$ cat config.mk
export PLATFORM = sky130hd
export DESIGN_NAME = mem_access_ctrl
export DESIGN_NICKNAME = d
export VERILOG_FILES = /design/src/rtl/mem_access_ctrl_pkg.sv /design/src/rtl/mem_access_ctrl_op_fifo.sv /design/src/rtl/mem_access_ctrl.sv
export SDC_FILE = /design/constraint.sdc
export NUM_CORES = 1
export LEC_CHECK = 0
export CAP_MARGIN = 20
export CORE_AREA = 2 2 191 193
export CTS_BUF_LIST = sky130_fd_sc_hd__clkbuf_8 sky130_fd_sc_hd__clkbuf_16
export CTS_CLUSTER_SIZE = 20
export DETAILED_ROUTE_END_ITERATION = 16
export DIE_AREA = 0 0 193 195
export PLACE_DENSITY_LB_ADDON = 0.05
export SLEW_MARGIN = 20
export SYNTH_ARGS = -nofsm -noshare
export SYNTH_HDL_FRONTEND = slang
export SYNTH_SLANG_ARGS = --single-unit
$ cat constraint.sdc
create_clock -name iClk -period 4.3 [get_ports iClk]
set_clock_uncertainty 0.1 [all_clocks]
set_input_delay 1.29 -clock iClk [delete_from_list [all_inputs] [get_ports iClk]]
set_output_delay 1.29 -clock iClk [all_outputs]
set_load 0.05 [all_outputs]
$ cat src/rtl/mem_access_ctrl_pkg.sv
// Shared types, funct3 encodings and lane helpers for the memory access controller.
`default_nettype none

package mem_access_ctrl_pkg;

   localparam int cXLEN   = 32;
   localparam int cMemBeW = 4;

   localparam logic [2:0] cLb  = 3'd0;
   localparam logic [2:0] cLh  = 3'd1;
   localparam logic [2:0] cLw  = 3'd2;
   localparam logic [2:0] cLbu = 3'd4;
   localparam logic [2:0] cLhu = 3'd5;
   localparam logic [2:0] cSb  = 3'd0;
   localparam logic [2:0] cSh  = 3'd1;
   localparam logic [2:0] cSw  = 3'd2;

   typedef struct packed {
      logic [cXLEN-1:0] addr;
      logic [cXLEN-1:0] data;
      logic [4:0]       rdAddr;
      logic [2:0]       opType;
      logic             read;
      logic             write;
   } tMemOp;

   typedef struct packed {
      logic [4:0]       addr;
      logic [cXLEN-1:0] data;
      logic             dv;
   } tRegOp;

   typedef enum logic [1:0] {
      eIdle = 2'd0,
      eReq  = 2'd1,
      eWb   = 2'd2
   } tMemCtrlState;

   // Illegal funct3 or an access not aligned to its own size.
   function automatic logic op_is_bad(input logic isLoad, input logic [2:0] f3,
                                      input logic [1:0] a);
      logic bad;
      if (isLoad) bad = (f3 == 3'd3) || (f3 == 3'd6) || (f3 == 3'd7);
      else        bad = (f3 >= 3'd3);
      case (f3[1:0])
         2'd1:    if (a[0])     bad = 1'b1;
         2'd2:    if (a != 2'd0) bad = 1'b1;
         default: ;
      endcase
      return bad;
   endfunction

   function automatic logic [cMemBeW-1:0] byte_en(input logic [1:0] size, input logic [1:0] a);
      logic [cMemBeW-1:0] be;
      case (size)
         2'd0:    be = 4'b0001 << a;
         2'd1:    be = a[1] ? 4'b1100 : 4'b0011;
         default: be = 4'b1111;
      endcase
      return be;
   endfunction

   function automatic logic [cXLEN-1:0] store_lanes(input logic [1:0] size,
                                                     input logic [cXLEN-1:0] d);
      logic [cXLEN-1:0] w;
      case (size)
         2'd0:    w = {4{d[7:0]}};
         2'd1:    w = {2{d[15:0]}};
         default: w = d;
      endcase
      return w;
   endfunction

   function automatic logic [cXLEN-1:0] load_extend(input logic [2:0] f3, input logic [1:0] a,
                                                     input logic [cXLEN-1:0] rdata);
      logic [cXLEN-1:0] sh;
      logic [cXLEN-1:0] r;
      sh = rdata >> {a, 3'b000};
      case (f3)
         cLb:     r = {{24{sh[7]}}, sh[7:0]};
         cLh:     r = {{16{sh[15]}}, sh[15:0]};
         cLbu:    r = {24'd0, sh[7:0]};
         cLhu:    r = {16'd0, sh[15:0]};
         default: r = sh;
      endcase
      return r;
   endfunction

endpackage

`default_nettype wire

$ cat src/rtl/mem_access_ctrl_op_fifo.sv
// Pending-op FIFO: power-of-two depth, generic payload type, occupancy count.
`default_nettype none

module mem_access_ctrl_op_fifo #(
   parameter int  pDepth = 4,
   parameter type tData  = logic [7:0]
) (
   input  logic                     iClk,
   input  logic                     iRst,
   input  logic                     iPush,
   input  tData                     iData,
   input  logic                     iPop,
   output tData                     oData,
   output logic                     oFull,
   output logic                     oEmpty,
   output logic [$clog2(pDepth):0]  oCount
);

   localparam int cAw = $clog2(pDepth);

   tData             mem_q [pDepth];
   logic [cAw-1:0]   wrPtr_q;
   logic [cAw-1:0]   rdPtr_q;
   logic [cAw:0]     count_q;
   logic             doPush;
   logic             doPop;

   assign oFull  = (count_q == (cAw+1)'(pDepth));
   assign oEmpty = (count_q == '0);
   assign oCount = count_q;
   assign oData  = mem_q[rdPtr_q];

   // A pop frees the slot before the push lands, so push-at-full with pop is accepted.
   assign doPop  = iPop && !oEmpty;
   assign doPush = iPush && (!oFull || doPop);

   always_ff @(posedge iClk) begin
      if (doPush) mem_q[wrPtr_q] <= iData;
   end

   always_ff @(posedge iClk or negedge iRst) begin
      if (!iRst) begin
         wrPtr_q <= '0;
         rdPtr_q <= '0;
         count_q <= '0;
      end else begin
         if (doPush) wrPtr_q <= wrPtr_q + cAw'(1);
         if (doPop)  rdPtr_q <= rdPtr_q + cAw'(1);
         case ({doPush, doPop})
            2'b10:   count_q <= count_q + (cAw+1)'(1);
            2'b01:   count_q <= count_q - (cAw+1)'(1);
            default: count_q <= count_q;
         endcase
      end
   end

endmodule

`default_nettype wire

$ cat src/rtl/mem_access_ctrl.sv
// Sequences buffered ALU load/store ops onto the single-ported data bus and
// returns extended load data to the register file.
`default_nettype none

module mem_access_ctrl
   import mem_access_ctrl_pkg::*;
#(
   parameter int pDepth    = 4,
   parameter int pStallThr = 2
) (
   input  logic               iClk,
   input  logic               iRst,
   input  tMemOp              iMemOp,
   output logic               oStall,
   output logic               oMemReq,
   output logic               oMemWe,
   output logic [cXLEN-1:0]   oMemAddr,
   output logic [cMemBeW-1:0] oMemBe,
   output logic [cXLEN-1:0]   oMemWData,
   input  logic               iMemAck,
   input  logic [cXLEN-1:0]   iMemRData,
   output tRegOp              oRegWB,
   output logic               oFault,
   output logic [cXLEN-1:0]   oFaultAddr,
   output logic               oOverflow
);

   localparam int cCw = $clog2(pDepth) + 1;
   localparam logic [cCw-1:0] cThr = cCw'(pStallThr);

   tMemOp          head;
   logic           push;
   logic           pop;
   logic           full;
   logic           empty;
   logic [cCw-1:0] count;
   logic           headIsLoad;

   tMemCtrlState        state_q, state_d;
   logic                we_q, we_d;
   logic [cXLEN-1:0]    addr_q, addr_d;
   logic [cMemBeW-1:0]  be_q, be_d;
   logic [cXLEN-1:0]    wdata_q, wdata_d;
   logic [4:0]          rd_q, rd_d;
   logic [2:0]          f3_q, f3_d;
   logic [1:0]          boff_q, boff_d;
   logic [cXLEN-1:0]    wbData_q, wbData_d;
   logic                fault_q, fault_d;
   logic [cXLEN-1:0]    faultAddr_q, faultAddr_d;
   logic                stall_q;
   logic                ovf_q;

   assign push = iMemOp.read | iMemOp.write;

   mem_access_ctrl_op_fifo #(
      .pDepth (pDepth),
      .tData  (tMemOp)
   ) u_fifo (
      .iClk   (iClk),
      .iRst   (iRst),
      .iPush  (push),
      .iData  (iMemOp),
      .iPop   (pop),
      .oData  (head),
      .oFull  (full),
      .oEmpty (empty),
      .oCount (count)
   );

   // An op with read set is a load even when write is also set.
   assign headIsLoad = head.read | ~head.write;

   always_comb begin
      state_d     = state_q;
      we_d        = we_q;
      addr_d      = addr_q;
      be_d        = be_q;
      wdata_d     = wdata_q;
      rd_d        = rd_q;
      f3_d        = f3_q;
      boff_d      = boff_q;
      wbData_d    = wbData_q;
      fault_d     = 1'b0;
      faultAddr_d = faultAddr_q;
      pop         = 1'b0;
      unique case (state_q)
         eIdle: begin
            if (!empty) begin
               pop = 1'b1;
               if (op_is_bad(headIsLoad, head.opType, head.addr[1:0])) begin
                  fault_d     = 1'b1;
                  faultAddr_d = head.addr;
               end else begin
                  we_d    = ~headIsLoad;
                  addr_d  = {head.addr[cXLEN-1:2], 2'b00};
                  be_d    = byte_en(head.opType[1:0], head.addr[1:0]);
                  wdata_d = store_lanes(head.opType[1:0], head.data);
                  rd_d    = head.rdAddr;
                  f3_d    = head.opType;
                  boff_d  = head.addr[1:0];
                  state_d = eReq;
               end
            end
         end
         eReq: begin
            if (iMemAck) begin
               if (we_q) begin
                  state_d = eIdle;
               end else begin
                  wbData_d = load_extend(f3_q, boff_q, iMemRData);
                  state_d  = eWb;
               end
            end
         end
         eWb:     state_d = eIdle;
         default: state_d = eIdle;
      endcase
   end

   always_ff @(posedge iClk or negedge iRst) begin
      if (!iRst) begin
         state_q     <= eIdle;
         we_q        <= 1'b0;
         addr_q      <= '0;
         be_q        <= '0;
         wdata_q     <= '0;
         rd_q        <= '0;
         f3_q        <= '0;
         boff_q      <= '0;
         wbData_q    <= '0;
         fault_q     <= 1'b0;
         faultAddr_q <= '0;
         stall_q     <= 1'b0;
         ovf_q       <= 1'b0;
      end else begin
         state_q     <= state_d;
         we_q        <= we_d;
         addr_q      <= addr_d;
         be_q        <= be_d;
         wdata_q     <= wdata_d;
         rd_q        <= rd_d;
         f3_q        <= f3_d;
         boff_q      <= boff_d;
         wbData_q    <= wbData_d;
         fault_q     <= fault_d;
         faultAddr_q <= faultAddr_d;
         stall_q     <= (count >= cThr);
         ovf_q       <= ovf_q | (push & full & ~pop);
      end
   end

   assign oStall      = stall_q;
   assign oMemReq     = (state_q == eReq);
   assign oMemWe      = we_q;
   assign oMemAddr    = addr_q;
   assign oMemBe      = be_q;
   assign oMemWData   = wdata_q;
   assign oRegWB.addr = rd_q;
   assign oRegWB.data = wbData_q;
   assign oRegWB.dv   = (state_q == eWb) && (rd_q != 5'd0);
   assign oFault      = fault_q;
   assign oFaultAddr  = faultAddr_q;
   assign oOverflow   = ovf_q;

endmodule

`default_nettype wire

; Word level (Yosys, flattened, before mapping)
; Memories as Yosys holds them, arrays and structs flattened.
; Index checks and enable logic that the tools add are counted.
[totals]
regBits = 153
mem_bits_rw = 296
word_cells = 94
memories = 1
[mem_list]
columns = memory, words, word_bits, read_ports, rd_clocked_by_memory_dff, wr, line_no
row1 = u_fifo.mem_q, 4, 74, 1, 0, 1, mem_access_ctrl_op_fifo.sv:21  ; tData mem_q [pDepth];
[op_classes]
add_sub_neg = 4
magnitude_cmp = 2
eq_ne = 16
shifts = 2
muxes = 23
bitwise = 11
n_reduce_logical = 19
[op_table]
columns = cell, count
row1 = case mux 32 bit (4 select lines), 1
row2 = case mux 32 bit (2 select lines), 1
row3 = right shift 32 x 5 -> 32 bit, 1
row4 = "equality test 3 bit, second input constant", 5
row5 = 2-to-1 mux 1 bit, 12
row6 = AND reduction 3 bit, 4
row7 = 2-to-1 mux 2 bit, 4
row8 = case mux 4 bit (2 select lines), 1
row9 = "equality test 2 x 1 -> 1 bit, second input constant", 3
row10 = "equality test 2 bit, second input constant", 3
row11 = "greater-or-equal comparator 3 x 2 -> 1 bit, second input constant", 2
row12 = logical NOT 3 bit, 2
row13 = NOT 1 bit, 6
row14 = case mux 3 bit (2 select lines), 1
row15 = nonzero test 5 bit, 1
row16 = "adder 2 x 1 -> 2 bit, second input constant", 2
row17 = logical NOT 2 bit, 2
row18 = 2-to-1 mux 4 bit, 1
row19 = "!= test 2 bit, second input constant", 2
row20 = case mux 2 bit (2 select lines), 1
row21 = nonzero test 2 bit, 2
row22 = "<< shifter 1 x 2 -> 4 bit, first input constant", 1
row23 = "adder 3 x 1 -> 3 bit, second input constant", 1
row24 = "equality test 3 x 1 -> 1 bit, second input constant", 1
row25 = 9 further kinds, 17

; Logic depth before layout (Yosys ltp)
; An unclocked memory read counts as a cell.
[logic_depth]
word_depth = 12
ltp_mapped = 10
depth_no_buf = 10

; By module
; Synthesis repeated with hierarchy kept, for this count alone.
[hier_totals]
cells_unflattened = 920
area_unflattened_um2 = 17601.9
[modules_own_cells]
columns = mod, n_inst, cells_per_inst, area_per_inst_um2
row1 = mem_access_ctrl_op_fifo, 1, 426, 11098.1
row2 = mem_access_ctrl, 1, 494, 6503.7

; Worst setup path before layout
; No wires, ideal clock.
[synth_path]
path_type = input -> register
from = in iMemOp[0] (netlist name)
to = mem u_fifo.mem_q[0][0] (netlist name), enable pin
setup_time_ps = 440
arrival_ps = 3280
t_required_ps = 3760
slack_ps = 480
path_stages = 2
cell_sequence = o21a_1 -> and2_1
[synth_via]
elab_chain_cells = 4
[synth_rtl]
columns = element, line_no
row1 = start: declaration, mem_access_ctrl.sv:13  ; input tMemOp iMemOp,
row2 = bitwise OR 1 bit, mem_access_ctrl.sv:53  ; assign push = iMemOp.read | iMemOp.write;
row3 = logical AND 1 bit, mem_access_ctrl_op_fifo.sv:35  ; assign doPush = iPush && (!oFull || doPop);
row4 = 2-to-1 mux 1 bit, mem_access_ctrl_op_fifo.sv:38  ; if (doPush) mem_q[wrPtr_q] <= iData;
row5 = 2-to-1 mux 1 bit (implied by the code), mem_access_ctrl_op_fifo.sv:38
row6 = end: declaration, mem_access_ctrl_op_fifo.sv:21
; No other way between the ends.

==> key figures <==
Die
  • Starting density of the core: around 50%
  • Die width: 193 µm
  • Die Ht: between 150 and 200 µm
  • I/O pin total: 252
  • Row Count: between 60 and 70
  • Die area: 0.03764 mm²
  • Core area: approximately 0.035 mm²

Setup path
  • Reg2reg path depth: 8
  • Crit path to: oRegWB[0]
  • Critical path class: reg2out
  • Critical Path Max Stage Delay: about 0.70 ns
  • R2R setup slack: 1.07 ns
  • Family with the most delay on the worst path: simple AND/OR/NAND/NOR gates
  • Worst r2r dst: oFaultAddr[7]
  • Worst Path Buf+Inv: 1
  • Startpoint types: flop
  • Worst Path Arrival: 2.43 ns
  • Crit-path max FO: 3
  • Worst EP required: roughly 2.9 ns
  • CP cell instances: or4_1 -> nor2_1 -> nor3b_1 -> clkdlybuf4s50_1
  • Cell depth of the worst setup path: 4
  • Slowest-stage cell, CP: clkdlybuf4s50_1
  • Worst r2r src: u_fifo.rdPtr_q[1]
  • Crit path capture type: output pin
  • Worst setup path start: rd_q[0]

Placed design
  • GP Congestion: 0.7562
  • Post-DP HPWL: 23420 µm
  • Port buffer count: 249

Synth
  • Synth top area share: 50.72%
  • Synth Area in Simple Gates: 3.242%
  • Cell variety after synth: 41
  • Mux cell area share after synthesis: a little under a fifth
  • #FFs+latches synth: 449
  • Adder-Cell Fraction of Synth Area: 0.7569%
  • Count leader, synth: edfxtp_1
  • Asr flop ratio synth: 34.08%
  • Area contributors post-synth: edfxtp_1 (51%), dfrtp_1 (22%), mux4_2 (9.4%), mux2_2 (6.9%), mux2_4 (1.6%)
  • Share of the yosys chip area belonging to registers: 72.57%
  • Synth top cells by count: edfxtp_1 (296), dfrtp_1 (153), mux2_2 (107), mux4_2 (73), nand2_1 (58)
  • Area leader, netlist: edfxtp_1
  • Post-Synth XOR/XNOR Area: 0.2999%
  • Yosys warnings: 0
  • Gate Count Post-Synth: 930
  • Post-synthesis compound-gate area fraction: 2.513%
  • EDFF count, synth: 296
  • Main synth FF type: edfxtp_1
  • Largest family of logic cells by synthesized area: multiplexers
  • Mean Syn Cell Area: 18.84 µm²
  • Mapped Area: 0.01752 mm²

Drt
  • DR iter-0 viols: 527
  • Routed len/inst: 21.50 µm
  • TritonRoute pass-1 iters: 4
  • Post-route DRC: 0
  • Detailed Route WL: between 30000 and 40000 µm
  • DR vias: roughly 9100
  • Vias per cell: between 5 and 6
  • Antenna viol nets, final: 0

Global routing
  • First-pass GRT wire length: 56240 µm
  • Pin count of the biggest net entering global routing: 78
  • GRT Resource Usage Total: 19.65%
  • GRT Residual Overflow: 0
  • Vias in the first global route: 9546
  • Initial antenna violation count: 4

Timing
  • RSZ-0062 raised after global routing: no
  • Fin crit share: 88.86%
  • Max-slew violation count: 0
  • Slew margin rel.: 41.31%
  • Fin. Hold Viols: 0
  • F_max: 261.7 MHz
  • Tightest Pin Transition: about 0.88 ns
  • Post-Route Setup TNS: 0 ns
  • Crit path time final: 3.821 ns
  • Hold Slack: about 0.4 ns
  • Final setup viols: 0

CTS
  • Post-cts resize count: 0
  • Worst-path clk slew: about 0.060 ns
  • TritonCTS buffer count: 46
  • Clk buf depth: 3
  • Worst-Skew Late Latency: 0.55 ns
  • Post-CTS Hold Fix Bufs: 0
  • CTS Root Buffer Type: clkbuf_16
  • Clock Sinks: 449
  • H-tree Lvls: 2
  • Post-CTS setup buffers: 0
  • CTS tree: yes

Outcome
  • Status: finished, final reports clean

Cells and area
  • P&R area growth vs syn: 25.93%
  • Share of cells above drive strength 1: a little under a quarter
  • Number of nets in the layout: 1323

Min path
  • Hold Crit Class: reg2reg

Run
  • Max Cap Violations: 0
## cell families after synthesis
logic type               count (synthesis)
AND/OR/NAND/NOR                        123
adder cells (fa/ha/maj)                 10
buffers and inverters                   60
AO/OA/AOI/OAI                           63
flip-flops                             449
XOR/XNOR                                 6
multiplexers                           218
other                                    1
## sequential cells by signal, indices dropped and copies added (netlist names), 3 cells and up
name           count
wbData_q          32
oMemBe             4
u_fifo.mem_q     296
f3_q               3
oMemAddr          30
u_fifo.oCount      3
rd_q               5
oMemWData         32
oFaultAddr        32
## final cells by class
class	instances	area [µm²]
Antenna cell	3	7.507
Clock buffer	52	1245
Clock inverter	34	185.2
Fill cell	2652	13330
Inverter	12	45.04
Multi-Input combinational cell	422	4558
Sequential cell	449	12720
Tap cell	461	576.8
Timing Repair Buffer	273	2724
## per-stage QoR
stage / worst slack (ns) / util [%] / cell area [µm²] / cells
floorplan: 0.4797 / - / 17530 / 931
global placement: 0.8480 / 58.28 / 20630 / 1617
detailed placement: 0.7950 / 58.28 / 20630 / 1617
CTS: 0.3924 / 62.32 / 22060 / 1703
global route: 0.3693 / 62.33 / 22060 / 1704
finish: 0.4790 / 62.34 / 22070 / 1706
## routing by layer
layer | track usage [%] | wire length (µm) | vias up
met5 | 0 | 23 | -
met4 | 4.826 | 652 | 4
met3 | 4.224 | 2362 | 55
met2 | 31.89 | 17900 | 244
met1 | 27.34 | 15740 | 4686
li1 | - | - | 4137
## worst register-to-register path: stages (launching register included)
cell,delay [ns]
dfrtp_4,0.84
mux4_2,0.45
inv_1,0.08
ha_1,0.30
a21o_1,0.11
nand2_1,0.12
a31oi_4,0.20
buf_4,0.44
mux2_2,0.46
## cells in the final DEF (no fill, tap or decap), types with 2 or more instances in the layout
cell	instances
clkdlybuf4s50_1	248
nor2_1	22
conb_1	2
mux2_2	107
edfxtp_1	296
clkbuf_8	5
nor3_1	2
dfrtp_4	2
nor2b_1	13
o21ai_0	9
buf_4	20
clkbuf_16	47
inv_1	35
mux2_4	19
or2_2	2
xnor2_1	3
clkinv_2	5
nand3_1	7
and2_1	8
o22ai_1	4
and2_4	4
ha_1	9
buf_12	4
a21o_1	2
nand2_1	58
clkinv_1	2
a21oi_1	16
xor2_1	3
mux4_2	73
diode_2	3
dfrtp_1	151
a211oi_1	7
o22a_1	18
nand2b_1	3
mux2i_1	19
## worst min path at each step
stage | slack [ns] | endpoint | cells after the start | from
3_5_place_dp | 0.39 | oOverflow | 1 | oOverflow
4_1_cts | 0.40 | oStall | 1 | u_fifo.oCount[1]
6_report | 0.40 | oStall | 1 | u_fifo.oCount[1]
2_1_floorplan | 0.36 | oStall | 1 | u_fifo.oCount[1]
5_1_grt | 0.42 | oFaultAddr[22] | 1 | oFaultAddr[22]
3_3_place_gp | 0.36 | oOverflow | 1 | oOverflow
Power is not shown: default switching activity piles up to over one toggle a cycle in this logic, so the estimate is an artifact.
